`config.mk`:
```
export PLATFORM = sky130hd
export DESIGN_NAME = memory_access_unit_flat
export DESIGN_NICKNAME = d
export VERILOG_FILES = /design/src/rtl/memory_access_unit_if.sv /design/src/rtl/memory_access_unit.sv /design/src/flat_wrapper.sv
export SDC_FILE = /design/constraint.sdc
export NUM_CORES = 1
export LEC_CHECK = 0
export ABC_AREA = 1
export CAP_MARGIN = 20
export CORE_MARGIN = 8
export CORE_UTILIZATION = 45
export CTS_CLUSTER_DIAMETER = 200
export DETAILED_ROUTE_END_ITERATION = 8
export PLACE_DENSITY = 0.81
export SYNTH_ARGS = -nofsm -noshare
export SYNTH_HDL_FRONTEND = slang
export SYNTH_SLANG_ARGS = --single-unit
```
`constraint.sdc`:
```
create_clock -name clk -period 10.1 [get_ports clk]
set_input_delay 3.03 -clock clk [delete_from_list [all_inputs] [get_ports clk]]
set_output_delay 3.03 -clock clk [all_outputs]
set_load 0.01 [all_outputs]
```
`src/rtl/memory_access_unit_if.sv`:
```
// Data-memory port between the memory-stage access unit and the memory.
interface memory_access_unit_if #(
  parameter int unsigned DATA_WIDTH = 32
);
  localparam int unsigned BE_WIDTH = DATA_WIDTH / 8;

  logic                  mem_req_o;
  logic                  mem_we_o;
  logic [DATA_WIDTH-1:0] mem_addr_o;
  logic [DATA_WIDTH-1:0] mem_wdata_o;
  logic [BE_WIDTH-1:0]   mem_be_o;
  logic                  mem_ack_i;
  logic [DATA_WIDTH-1:0] mem_rdata_i;

  // Access unit side: issues requests, receives completion.
  modport master (
    output mem_req_o, mem_we_o, mem_addr_o, mem_wdata_o, mem_be_o,
    input  mem_ack_i, mem_rdata_i
  );

  // Memory side: accepts requests, returns completion.
  modport slave (
    input  mem_req_o, mem_we_o, mem_addr_o, mem_wdata_o, mem_be_o,
    output mem_ack_i, mem_rdata_i
  );
endinterface

```
`src/rtl/memory_access_unit.sv`:
```
// Memory-stage load/store unit: turns a load or store into a req/ack
// transaction, stalls the pipeline until completion, aligns and extends
// load data, and flags misaligned accesses and bus timeouts.
module memory_access_unit #(
  parameter int unsigned DATA_WIDTH     = 32,
  parameter int unsigned TIMEOUT_CYCLES = 64
) (
  input  logic                  clk,
  input  logic                  rst,
  input  logic                  MemReadM_i,
  input  logic                  MemWriteM_i,
  input  logic [2:0]            funct3M_i,
  input  logic [DATA_WIDTH-1:0] ALU_outM_i,
  input  logic [DATA_WIDTH-1:0] WriteDataM_i,
  output logic [DATA_WIDTH-1:0] ReadDataM_o,
  output logic                  StallM_o,
  output logic                  MisalignM_o,
  output logic                  BusErrM_o,
  memory_access_unit_if.master  mem
);

  localparam int unsigned       CNT_W    = $clog2(TIMEOUT_CYCLES + 1);
  localparam logic [CNT_W-1:0]  CNT_LAST = CNT_W'(TIMEOUT_CYCLES - 1);

  typedef enum logic [1:0] {IDLE, BUSY, DONE} state_t;

  state_t                state;
  state_t                nextState;
  logic                  access;
  logic                  aligned;
  logic                  isByte;
  logic                  isHalf;
  logic [1:0]            off;
  logic                  launch;
  logic                  timeoutHit;
  logic [3:0]            beNext;
  logic [DATA_WIDTH-1:0] wdataNext;
  logic [2:0]            ldFunct3;
  logic [1:0]            ldOff;
  logic [CNT_W-1:0]      timeoutCnt;
  logic [7:0]            ldByte;
  logic [15:0]           ldHalf;
  logic [DATA_WIDTH-1:0] loadData;

  // Decode access size and alignment of the instruction in the memory stage
  always_comb begin
    access = MemReadM_i | MemWriteM_i;
    off    = ALU_outM_i[1:0];
    isByte = (funct3M_i[1:0] == 2'b00);
    isHalf = (funct3M_i[1:0] == 2'b01);
    if (isByte) begin
      aligned = 1'b1;
    end else if (isHalf) begin
      aligned = ~off[0];
    end else begin
      aligned = (off == 2'b00);
    end
  end

  // Byte enables and lane-replicated store data for the pending access
  always_comb begin
    if (isByte) begin
      beNext    = 4'b0001 << off;
      wdataNext = {4{WriteDataM_i[7:0]}};
    end else if (isHalf) begin
      beNext    = off[1] ? 4'b1100 : 4'b0011;
      wdataNext = {2{WriteDataM_i[15:0]}};
    end else begin
      beNext    = 4'b1111;
      wdataNext = WriteDataM_i;
    end
  end

  assign launch     = (state == IDLE) & access & aligned;
  assign timeoutHit = (state == BUSY) & ~mem.mem_ack_i & (timeoutCnt == CNT_LAST);

  // Select and extend the addressed lane of the returned read word
  always_comb begin
    ldByte = mem.mem_rdata_i[{ldOff, 3'b000} +: 8];
    ldHalf = mem.mem_rdata_i[{ldOff[1], 4'b0000} +: 16];
    case (ldFunct3[1:0])
      2'b00:   loadData = ldFunct3[2] ? {24'b0, ldByte} : {{24{ldByte[7]}}, ldByte};
      2'b01:   loadData = ldFunct3[2] ? {16'b0, ldHalf} : {{16{ldHalf[15]}}, ldHalf};
      default: loadData = mem.mem_rdata_i;
    endcase
  end

  // State register
  always_ff @(posedge clk or posedge rst) begin
    if (rst) begin
      state <= IDLE;
    end else begin
      state <= nextState;
    end
  end

  // Next-state, stall and misalign decode
  always_comb begin
    nextState   = state;
    StallM_o    = 1'b0;
    MisalignM_o = 1'b0;
    case (state)
      IDLE: begin
        StallM_o    = access & aligned;
        MisalignM_o = access & ~aligned;
        if (access && aligned) nextState = BUSY;
      end
      BUSY: begin
        StallM_o = 1'b1;
        if (mem.mem_ack_i || timeoutHit) nextState = DONE;
      end
      DONE:    nextState = IDLE;
      default: nextState = IDLE;
    endcase
  end

  // Request, load-result, timeout counter and bus-error registers
  always_ff @(posedge clk or posedge rst) begin
    if (rst) begin
      mem.mem_req_o   <= 1'b0;
      mem.mem_we_o    <= 1'b0;
      mem.mem_addr_o  <= '0;
      mem.mem_wdata_o <= '0;
      mem.mem_be_o    <= 4'b0000;
      ReadDataM_o     <= '0;
      BusErrM_o       <= 1'b0;
      ldFunct3        <= 3'b000;
      ldOff           <= 2'b00;
      timeoutCnt      <= '0;
    end else begin
      BusErrM_o <= 1'b0;
      case (state)
        IDLE: begin
          if (launch) begin
            mem.mem_req_o   <= 1'b1;
            mem.mem_we_o    <= MemWriteM_i;
            mem.mem_addr_o  <= {ALU_outM_i[DATA_WIDTH-1:2], 2'b00};
            mem.mem_be_o    <= beNext;
            mem.mem_wdata_o <= wdataNext;
            ldFunct3        <= funct3M_i;
            ldOff           <= off;
            timeoutCnt      <= '0;
          end
        end
        BUSY: begin
          if (mem.mem_ack_i) begin
            mem.mem_req_o <= 1'b0;
            if (!mem.mem_we_o) ReadDataM_o <= loadData;
          end else begin
            timeoutCnt <= timeoutCnt + CNT_W'(1);
            if (timeoutHit) begin
              mem.mem_req_o <= 1'b0;
              ReadDataM_o   <= '0;
              BusErrM_o     <= 1'b1;
            end
          end
        end
        DONE:    timeoutCnt <= '0;
        default: timeoutCnt <= '0;
      endcase
    end
  end

endmodule

```
`src/flat_wrapper.sv`:
```
// flat-port wrapper written by rule: the top's interface ports become plain ports
module memory_access_unit_flat 
#(
  parameter int unsigned DATA_WIDTH     = 32,
  parameter int unsigned TIMEOUT_CYCLES = 64
)
  (clk, rst, MemReadM_i, MemWriteM_i, funct3M_i, ALU_outM_i, WriteDataM_i, ReadDataM_o, StallM_o, MisalignM_o, BusErrM_o, mem_mem_req_o, mem_mem_we_o, mem_mem_addr_o, mem_mem_wdata_o, mem_mem_be_o, mem_mem_ack_i, mem_mem_rdata_i);
  memory_access_unit_if #(.DATA_WIDTH(DATA_WIDTH)) mem_i ();
  input  logic clk;
  input  logic rst;
  input  logic MemReadM_i;
  input  logic MemWriteM_i;
  input  logic [2:0] funct3M_i;
  input  logic [DATA_WIDTH-1:0] ALU_outM_i;
  input  logic [DATA_WIDTH-1:0] WriteDataM_i;
  output logic [DATA_WIDTH-1:0] ReadDataM_o;
  output logic StallM_o;
  output logic MisalignM_o;
  output logic BusErrM_o;
  output wire logic [$bits(mem_i.mem_req_o)-1:0] mem_mem_req_o;
  output wire logic [$bits(mem_i.mem_we_o)-1:0] mem_mem_we_o;
  output wire logic [$bits(mem_i.mem_addr_o)-1:0] mem_mem_addr_o;
  output wire logic [$bits(mem_i.mem_wdata_o)-1:0] mem_mem_wdata_o;
  output wire logic [$bits(mem_i.mem_be_o)-1:0] mem_mem_be_o;
  input wire logic [$bits(mem_i.mem_ack_i)-1:0] mem_mem_ack_i;
  input wire logic [$bits(mem_i.mem_rdata_i)-1:0] mem_mem_rdata_i;
  assign mem_mem_req_o = mem_i.mem_req_o;
  assign mem_mem_we_o = mem_i.mem_we_o;
  assign mem_mem_addr_o = mem_i.mem_addr_o;
  assign mem_mem_wdata_o = mem_i.mem_wdata_o;
  assign mem_mem_be_o = mem_i.mem_be_o;
  assign mem_i.mem_ack_i = mem_mem_ack_i;
  assign mem_i.mem_rdata_i = mem_mem_rdata_i;
  memory_access_unit #(.DATA_WIDTH(DATA_WIDTH), .TIMEOUT_CYCLES(TIMEOUT_CYCLES)) u_core (.clk(clk), .rst(rst), .MemReadM_i(MemReadM_i), .MemWriteM_i(MemWriteM_i), .funct3M_i(funct3M_i), .ALU_outM_i(ALU_outM_i), .WriteDataM_i(WriteDataM_i), .ReadDataM_o(ReadDataM_o), .StallM_o(StallM_o), .MisalignM_o(MisalignM_o), .BusErrM_o(BusErrM_o), .mem(mem_i));
endmodule
```
==> load_flow_metrics.sql, run 1 <==
INSERT INTO impl_metrics (metric_group, metric, value, unit) VALUES
('drt', 'num_vias', '5542', ''),
('synthesis', 'postSynthRegisterBits', '115', ''),
('sta', 'max_slew.worst_pin.slew', '0.844', 'ns'),
('critical_path', 'worst_r2r_startpoint', 'u_core.timeoutCnt[0]', ''),
('synthesis', 'xor_xnor_fraction_of_synth_area', '0.314', '%'),
('floorplanning', 'floorplan.initialDensity', '46.2', '%'),
('clock_network', 'clock_tree.root_cell', 'sky130_fd_sc_hd__clkbuf_16', ''),
('finish', 'fin_nets', '1037', ''),
('floorplanning', 'die_width', '127', 'um'),
('min_path', 'worstHoldPathType', 'reg2reg', ''),
('drt', 'aggregate_routed_wire_length', '18.0', 'mm'),
('global_routing', 'antenna_violations_before_repair', '0', ''),
('global_routing', 'grt_first_pass_wirelength', '28.8', 'mm'),
('placement', 'dp_slack', '2.28', 'ns'),
('sta', 'worst_clock_skew', '0.00558', 'ns'),
('job', 'cap_viol_max_count', '0', ''),
('critical_path', 'worst-path-max-fanout', '28', ''),
('drt', 'via_per_inst', '4.98', ''),
('finish', 'layout.cells.most_common', 'sky130_fd_sc_hd__nand2_1', ''),
('critical_path', 'critical_path.startpoint_type', 'primary input', ''),
('finish', 'layout_common_cells', 'sky130_fd_sc_hd__nand2_1 (374), sky130_fd_sc_hd__clkdlybuf4s50_1 (206), sky130_fd_sc_hd__dfrtp_1 (115)', ''),
('synthesis', 'yosysTopAreaCellShare', '51.6', '%'),
('clock_network', 'numCtsBuffers', '17', ''),
('synthesis', 'mapped_avg_cell_area', '7.54', 'sq um'),
('finish', 'post_route_cells_drive_above_1_share', '6.35', '%'),
('sta', 'final.setup.tns', '0', 'ns'),
('pwr', 'p_per_area', '304', 'nW/um^2'),
('sta', 'slew_viol_final', '0', ''),
('synthesis', 'synth_top_family_by_area', 'simple AND/OR/NAND/NOR gates', ''),
('finish', 'antenna-diode-count', '0', ''),
('sta', 'worst_slew_margin_rel', '43.7', '%'),
('clock_network', 'cts_num_sinks', '115', ''),
('critical_path', 'setup.worst_path.start', 'funct3M_i[1]', ''),
('synthesis', 'yosysUniqueCellTypes', '27', ''),
('drt', 'ant_nets', '0', ''),
('clock_network', 'post_cts_setup_repair_bufs', '0', ''),
('sta', 'setup_viol_count_final', '0', ''),
('synthesis', 'ys_seq_area_share', '51.6', '%'),
('critical_path', 'worst_setup_path_endpoint', 'MisalignM_o', ''),
('synthesis', 'yosys_warnings', '0', ''),
('synthesis', 'netlist_top_cells_area', 'sky130_fd_sc_hd__dfrtp_1 (52%), sky130_fd_sc_hd__nand2_1 (25%), sky130_fd_sc_hd__o21ai_0 (4.4%)', ''),
('clock_network', 'cts_tree', 'yes', ''),
('critical_path', 'critPathRequiredTime', '7.07', 'ns'),
('synthesis', 'post_synthesis_share_of_cell_area_spent_on_full_adders_half_adders_and_majority_gates', '0.224', '%'),
('critical_path', 'critPathArrivalTime', '4.77', 'ns'),
('synthesis', 'synth_cells', '739', ''),
('finish', 'final_cell_area', '8380', 'sq um'),
('finish', 'fin_util', '69.5', '%'),
('synthesis', 'synth.cell_area', '5570', 'sq um'),
('sta', 'layout_setup_ws', '2.30', 'ns'),
('placement', 'place_hpwl', '12.9', 'mm'),
('sta', 'timing_hold_violations_final', '0', ''),
('pwr', 'worst_ir_drop_vdd', '180', 'uV'),
('outcome', 'run_status', 'finished, final reports clean', ''),
('placement', 'dpl-instance-area', '7700', 'sq um'),
('placement', 'finalWeightedCongestion', '0.866', ''),
('sta', 'max_freq', '0.128', 'GHz'),
('critical_path', 'r2r.worst_path.cells', '9', ''),
('critical_path', 'rrSetupSlack', '7.75', 'ns'),
('clock_network', 'cts.reportedPaths.clkPinSlew', '0.05', 'ns'),
('sta', 'finalCriticalPeriod', '7.80', 'ns'),
('drt', 'drc', '0', ''),
('finish', 'synthToLayoutAreaGrowth', '50.3', '%'),
('placement', 'portBuffers', '206', ''),
('floorplanning', 'design.core.area', '12100', 'sq um'),
('pwr', 'total_power', '2.55', 'mW'),
('sta', 'final_min_period_over_clock_period', '77.3', '%'),
('floorplanning', 'top_level_ports', '209', ''),
('global_routing', 'first_global_vias', '5439', ''),
('global_routing', 'grt_overflow_total', '0', ''),
('floorplanning', 'die-area', '16200', 'sq um');
==> logic make-up after synthesis <==
logic type / Yosys count
buffers and inverters: 69
other: 1
flip-flops: 115
AND/OR/NAND/NOR: 455
adder cells (fa/ha/maj): 1
XOR/XNOR: 2
multiplexers: 1
AO/OA/AOI/OAI: 95
==> layer usage <==
metal  GRT usage (%)  up-vias  routed length, um
li1                -     2710                  -
met1            27.2     2539               7270
met2            35.8      266               8230
met3            10.0       27               2160
met4            8.40        0                371
met5               0        -                  0
==> state kept, by name (all words and copies together) (netlist names) <==
signal and count:
u_core.mem.mem_we_o 1, u_core.timeoutCnt 7, u_core.ReadDataM_o 32, u_core.state 2, u_core.ldOff 2, u_core.BusErrM_o 1
u_core.mem.mem_req_o 1, u_core.mem.mem_wdata_o 32, u_core.ldFunct3 3, u_core.mem.mem_be_o 4, u_core.mem.mem_addr_o 30
==> power by group <==
group	switching [mW]	leakage, nW	internal, mW
clock network	0.216	0.325	0.475
logic	0.547	2.31	0.512
registers	0.143	1.44	0.659
==> worst max-delay path: stages <==
cell and delay, ns:
sky130_fd_sc_hd__clkdlybuf4s50_1 0.45, sky130_fd_sc_hd__buf_4 0.26, sky130_fd_sc_hd__inv_2 0.15, sky130_fd_sc_hd__nand2_1 0.10
sky130_fd_sc_hd__nand2_1 0.12, sky130_fd_sc_hd__nor2_1 0.12, sky130_fd_sc_hd__clkdlybuf4s50_1 0.54
==> layout make-up <==
type                    count  area (sq um)
repair buffers            211          2100
fillers                   958          3680
multi-input cells         556          2390
clock buffers              19           453
flip-flops and latches    115          2880
well taps                 168           210
clock inverters            13           230
inverters                  31           119
==> Yosys cell counts <==
cell / instances
sky130_fd_sc_hd__nand2_2: 4
sky130_fd_sc_hd__nor2_1: 29
sky130_fd_sc_hd__nand3_4: 1
sky130_fd_sc_hd__ha_1: 1
sky130_fd_sc_hd__nand4_1: 2
sky130_fd_sc_hd__inv_1: 23
sky130_fd_sc_hd__nand2_1: 375
sky130_fd_sc_hd__inv_2: 8
sky130_fd_sc_hd__a21oi_1: 27
sky130_fd_sc_hd__mux2i_1: 1
sky130_fd_sc_hd__dfrtp_1: 115
sky130_fd_sc_hd__clkbuf_1: 15
sky130_fd_sc_hd__nand3_1: 36
sky130_fd_sc_hd__o21ai_0: 49
sky130_fd_sc_hd__nand2_4: 1
sky130_fd_sc_hd__o31ai_1: 8
sky130_fd_sc_hd__conb_1: 1
sky130_fd_sc_hd__buf_1: 1
sky130_fd_sc_hd__o21bai_1: 1
sky130_fd_sc_hd__xor2_1: 2
sky130_fd_sc_hd__nor2_4: 2
sky130_fd_sc_hd__buf_2: 13
sky130_fd_sc_hd__o21a_1: 10
sky130_fd_sc_hd__buf_6: 1
sky130_fd_sc_hd__or2_2: 2
sky130_fd_sc_hd__buf_4: 8
sky130_fd_sc_hd__nor2_2: 3
==> worst min path at each step <==
| stage | slack [ns] | to | start | cells after the start |
|---|---|---|---|---|
| after global placement | 0.46 | u_core.ReadDataM_o[26] | u_core.ReadDataM_o[26] | 2 |
| after detailed placement | 0.46 | u_core.ReadDataM_o[4] | u_core.ReadDataM_o[4] | 2 |
| final | 0.47 | u_core.ReadDataM_o[4] | u_core.ReadDataM_o[4] | 2 |
| after CTS | 0.48 | u_core.ReadDataM_o[4] | u_core.ReadDataM_o[4] | 2 |
| after floorplan | 0.47 | u_core.timeoutCnt[1] | u_core.timeoutCnt[1] | 2 |
| after global routing | 0.49 | u_core.ReadDataM_o[27] | u_core.ReadDataM_o[27] | 2 |
==> through the flow <==
step / cells / hold slack, ns
detailed placement: 1081 / 0.462
floorplan: 740 / 0.467
finish: 1113 / 0.472
global route: 1113 / 0.486
CTS: 1113 / 0.476
global placement: 1081 / 0.460
(Power assumes the default switching activity.)
==> run 2, diff against run 1 <==
--- a/config.mk
+++ b/config.mk
@@ -8,10 +8,10 @@
 export ABC_AREA = 1
 export CAP_MARGIN = 20
 export CORE_MARGIN = 8
-export CORE_UTILIZATION = 45
+export CORE_UTILIZATION = 40
 export CTS_CLUSTER_DIAMETER = 200
 export DETAILED_ROUTE_END_ITERATION = 8
-export PLACE_DENSITY = 0.81
+export PLACE_DENSITY = 0.76
 export SYNTH_ARGS = -nofsm -noshare
 export SYNTH_HDL_FRONTEND = slang
 export SYNTH_SLANG_ARGS = --single-unit
==> constraint.sdc (replaced) <==
create_clock -name clk -period 6.78 [get_ports clk]
set_input_delay 2.034 -clock clk [delete_from_list [all_inputs] [get_ports clk]]
set_output_delay 2.034 -clock clk [all_outputs]
set_load 0.01 [all_outputs]
==> load_flow_metrics.sql, run 2 (synthesis gave the netlist of run 1 again) <==
INSERT INTO impl_metrics (metric_group, metric, value, unit) VALUES
('pwr', 'power_frac_clock', '26.1', '%'),
('global_routing', 'grt_max_degree', '79', ''),
('floorplanning', 'top_level_ports', '209', ''),
('clock_network', 'cts.reportedPaths.clkPinSlew', '0.05', 'ns'),
('clock_network', 'post_cts_setup_repair_bufs', '0', ''),
('clock_network', 'htree_levels', '4', ''),
('clock_network', 'numCtsBuffers', '17', ''),
('job', 'cap_viol_max_count', '0', ''),
('finish', 'layout.cells.most_common', 'sky130_fd_sc_hd__nand2_1', ''),
('floorplanning', 'floorplan.initialDensity', '40.5', '%'),
('finish', 'synthToLayoutAreaGrowth', '50.8', '%'),
('placement', 'dpl-instance-area', '7710', 'sq um'),
('clock_network', 'cts.hold.buffers_added', '0', ''),
('pwr', 'combinationalPowerShare', '42.1', '%'),
('critical_path', 'critical_path.startpoint_type', 'primary input', ''),
('global_routing', 'first_global_vias', '5572', ''),
('clock_network', 'cts_num_sinks', '115', ''),
('sta', 'finalCriticalPeriod', '5.80', 'ns'),
('drt', 'number_of_violations_reported_at_the_end_of_detailed_routing_iteration_0', '374', ''),
('sta', 'timing_hold_violations_final', '0', ''),
('pwr', 'internal-power', '2.42', 'mW'),
('critical_path', 'timing.setup.critical_path_class', 'in2out', ''),
('pwr', 'power_switching_share', '35.2', '%'),
('placement', 'finalWeightedCongestion', '0.833', ''),
('clock_network', 'clock_insertion_delay_worst_skew', '0.41', 'ns'),
('clock_network', 'post_cts_resize_count', '0', ''),
('sta', 'worst_clock_skew', '0.00770', 'ns'),
('clock_network', 'cts_max_path_buffers', '2', ''),
('sta', 'setup_viol_count_final', '0', ''),
('global_routing', 'grt_overflow_total', '0', ''),
('placement', 'dp_slack', '0.981', 'ns'),
('sta', 'slew_viol_final', '0', ''),
('sta', 'final.setup.tns', '0', 'ns'),
('finish', 'post_route_cells_drive_above_1_share', '6.45', '%'),
('global_routing', 'grt_first_pass_wirelength', '28.9', 'mm'),
('pwr', 'p_leak', '4.09', 'nW'),
('critical_path', 'worstSetupEndpointType', 'output port', ''),
('finish', 'largestRegisters', 'u_core.ReadDataM_o: 32 flops, u_core.mem.mem_wdata_o: 32 flops, u_core.mem.mem_addr_o: 30 flops', ''),
('finish', 'antenna-diode-count', '0', ''),
('global_routing', 'antenna_violations_before_repair', '0', ''),
('pwr', 'p_per_area', '444', 'nW/um^2'),
('drt', 'wl_per_cell', '15.7', 'um'),
('sta', 'layout_setup_ws', '0.982', 'ns'),
('finish', 'fin_nets', '1039', ''),
('critical_path', 'critPathArrivalTime', '3.76', 'ns'),
('drt', 'drt-pass1-iter-count', '7', ''),
('outcome', 'run_status', 'finished, final reports clean', ''),
('drt', 'ant_nets', '0', ''),
('critical_path', 'critPathRequiredTime', '4.75', 'ns'),
('clock_network', 'clock_tree.root_cell', 'sky130_fd_sc_hd__clkbuf_16', ''),
('floorplanning', 'design.core.area', '13800', 'sq um'),
('placement', 'portBuffers', '206', ''),
('sta', 'max_freq', '0.172', 'GHz'),
('finish', 'final_cell_area', '8410', 'sq um'),
('drt', 'aggregate_routed_wire_length', '17.7', 'mm'),
('floorplanning', 'die_height', '134', 'um'),
('sta', 'final_min_period_over_clock_period', '85.5', '%'),
('pwr', 'switchingPower', '1.32', 'mW'),
('pwr', 'worst_ir_drop_vdd', '217', 'uV'),
('min_path', 'worstHoldPathType', 'reg2reg', ''),
('pwr', 'power.share.sequential', '31.8', '%'),
('sta', 'max_slew.worst_pin.slew', '0.839', 'ns'),
('finish', 'layout_common_cells', 'sky130_fd_sc_hd__nand2_1 (374), sky130_fd_sc_hd__clkdlybuf4s50_1 (206), sky130_fd_sc_hd__dfrtp_1 (115)', ''),
('critical_path', 'worst-path-max-fanout', '12', ''),
('finish', 'fin_util', '61.0', '%'),
('sta', 'grt_setup_unrepaired', 'false', ''),
('floorplanning', 'num_rows', '43', ''),
('pwr', 'total_power', '3.74', 'mW'),
('floorplanning', 'die_width', '134', 'um'),
('clock_network', 'cts_tree', 'yes', ''),
('global_routing', 'grt_util_all_layers', '20.2', '%'),
('drt', 'drc', '0', ''),
('placement', 'place_hpwl', '12.8', 'mm'),
('drt', 'num_vias', '5505', ''),
('drt', 'via_per_inst', '4.89', ''),
('floorplanning', 'die-area', '18000', 'sq um'),
('sta', 'worst_slew_margin_rel', '44.1', '%');
run 2: path summary, 6_finish.rpt:
path | start | to | slack (ns) | cells past startpoint
worst min register to register | u_core.ReadDataM_o[9] | u_core.ReadDataM_o[9] | 0.47 | 2
worst max-delay path | funct3M_i[0] | MisalignM_o | 0.98 | 6
min in group asynchronous | rst | u_core.ReadDataM_o[13] | 1.89 | 2
max in group asynchronous | rst | u_core.mem.mem_wdata_o[31] | 3.79 | 4
worst min-delay path | u_core.ReadDataM_o[9] | u_core.ReadDataM_o[9] | 0.47 | 2
worst max register to register | u_core.state[1] | u_core.mem.mem_wdata_o[11] | 4.22 | 8
run 2: final cells by class:
| type | count | area (sq um) |
|---|---|---|
| clock buffers | 23 | 508 |
| clock inverters | 8 | 146 |
| fillers | 1266 | 5370 |
| inverters | 31 | 119 |
| multi-input cells | 556 | 2390 |
| flip-flops and latches | 115 | 2880 |
| well taps | 180 | 225 |
| repair buffers | 213 | 2140 |
run 2: power by group through the flow:
stage / combinational [mW] / clock, mW / sequential [mW]
after floorplan: 0.699 / 0 / 1.27
final: 1.57 / 0.977 / 1.19
after CTS: 1.59 / 0.994 / 1.19
after global routing: 1.74 / 1.03 / 1.23
after detailed placement: 1.58 / 0 / 1.19
after global placement: 1.57 / 0 / 1.19
run 2: critical path: stages:
cell and delay, ns:
sky130_fd_sc_hd__clkdlybuf4s50_1 0.74, sky130_fd_sc_hd__nand2_1 0.09, sky130_fd_sc_hd__nand2_1 0.08, sky130_fd_sc_hd__nand2_1 0.14, sky130_fd_sc_hd__nor2_1 0.13, sky130_fd_sc_hd__clkdlybuf4s50_1 0.54
run 2: stage by stage:
step                cells  hold WS (ns)
floorplan             740         0.467
global placement     1093         0.458
detailed placement   1093         0.461
CTS                  1124         0.478
global route         1126         0.486
finish               1126         0.473
run 2: routing by layer:
| layer | wire length, um | global-route usage, % |
|---|---|---|
| met1 | 7430 | 24.4 |
| met2 | 8060 | 31.3 |
| met3 | 1980 | 9.31 |
| met4 | 269 | 6.99 |
| met5 | 0 | 0 |
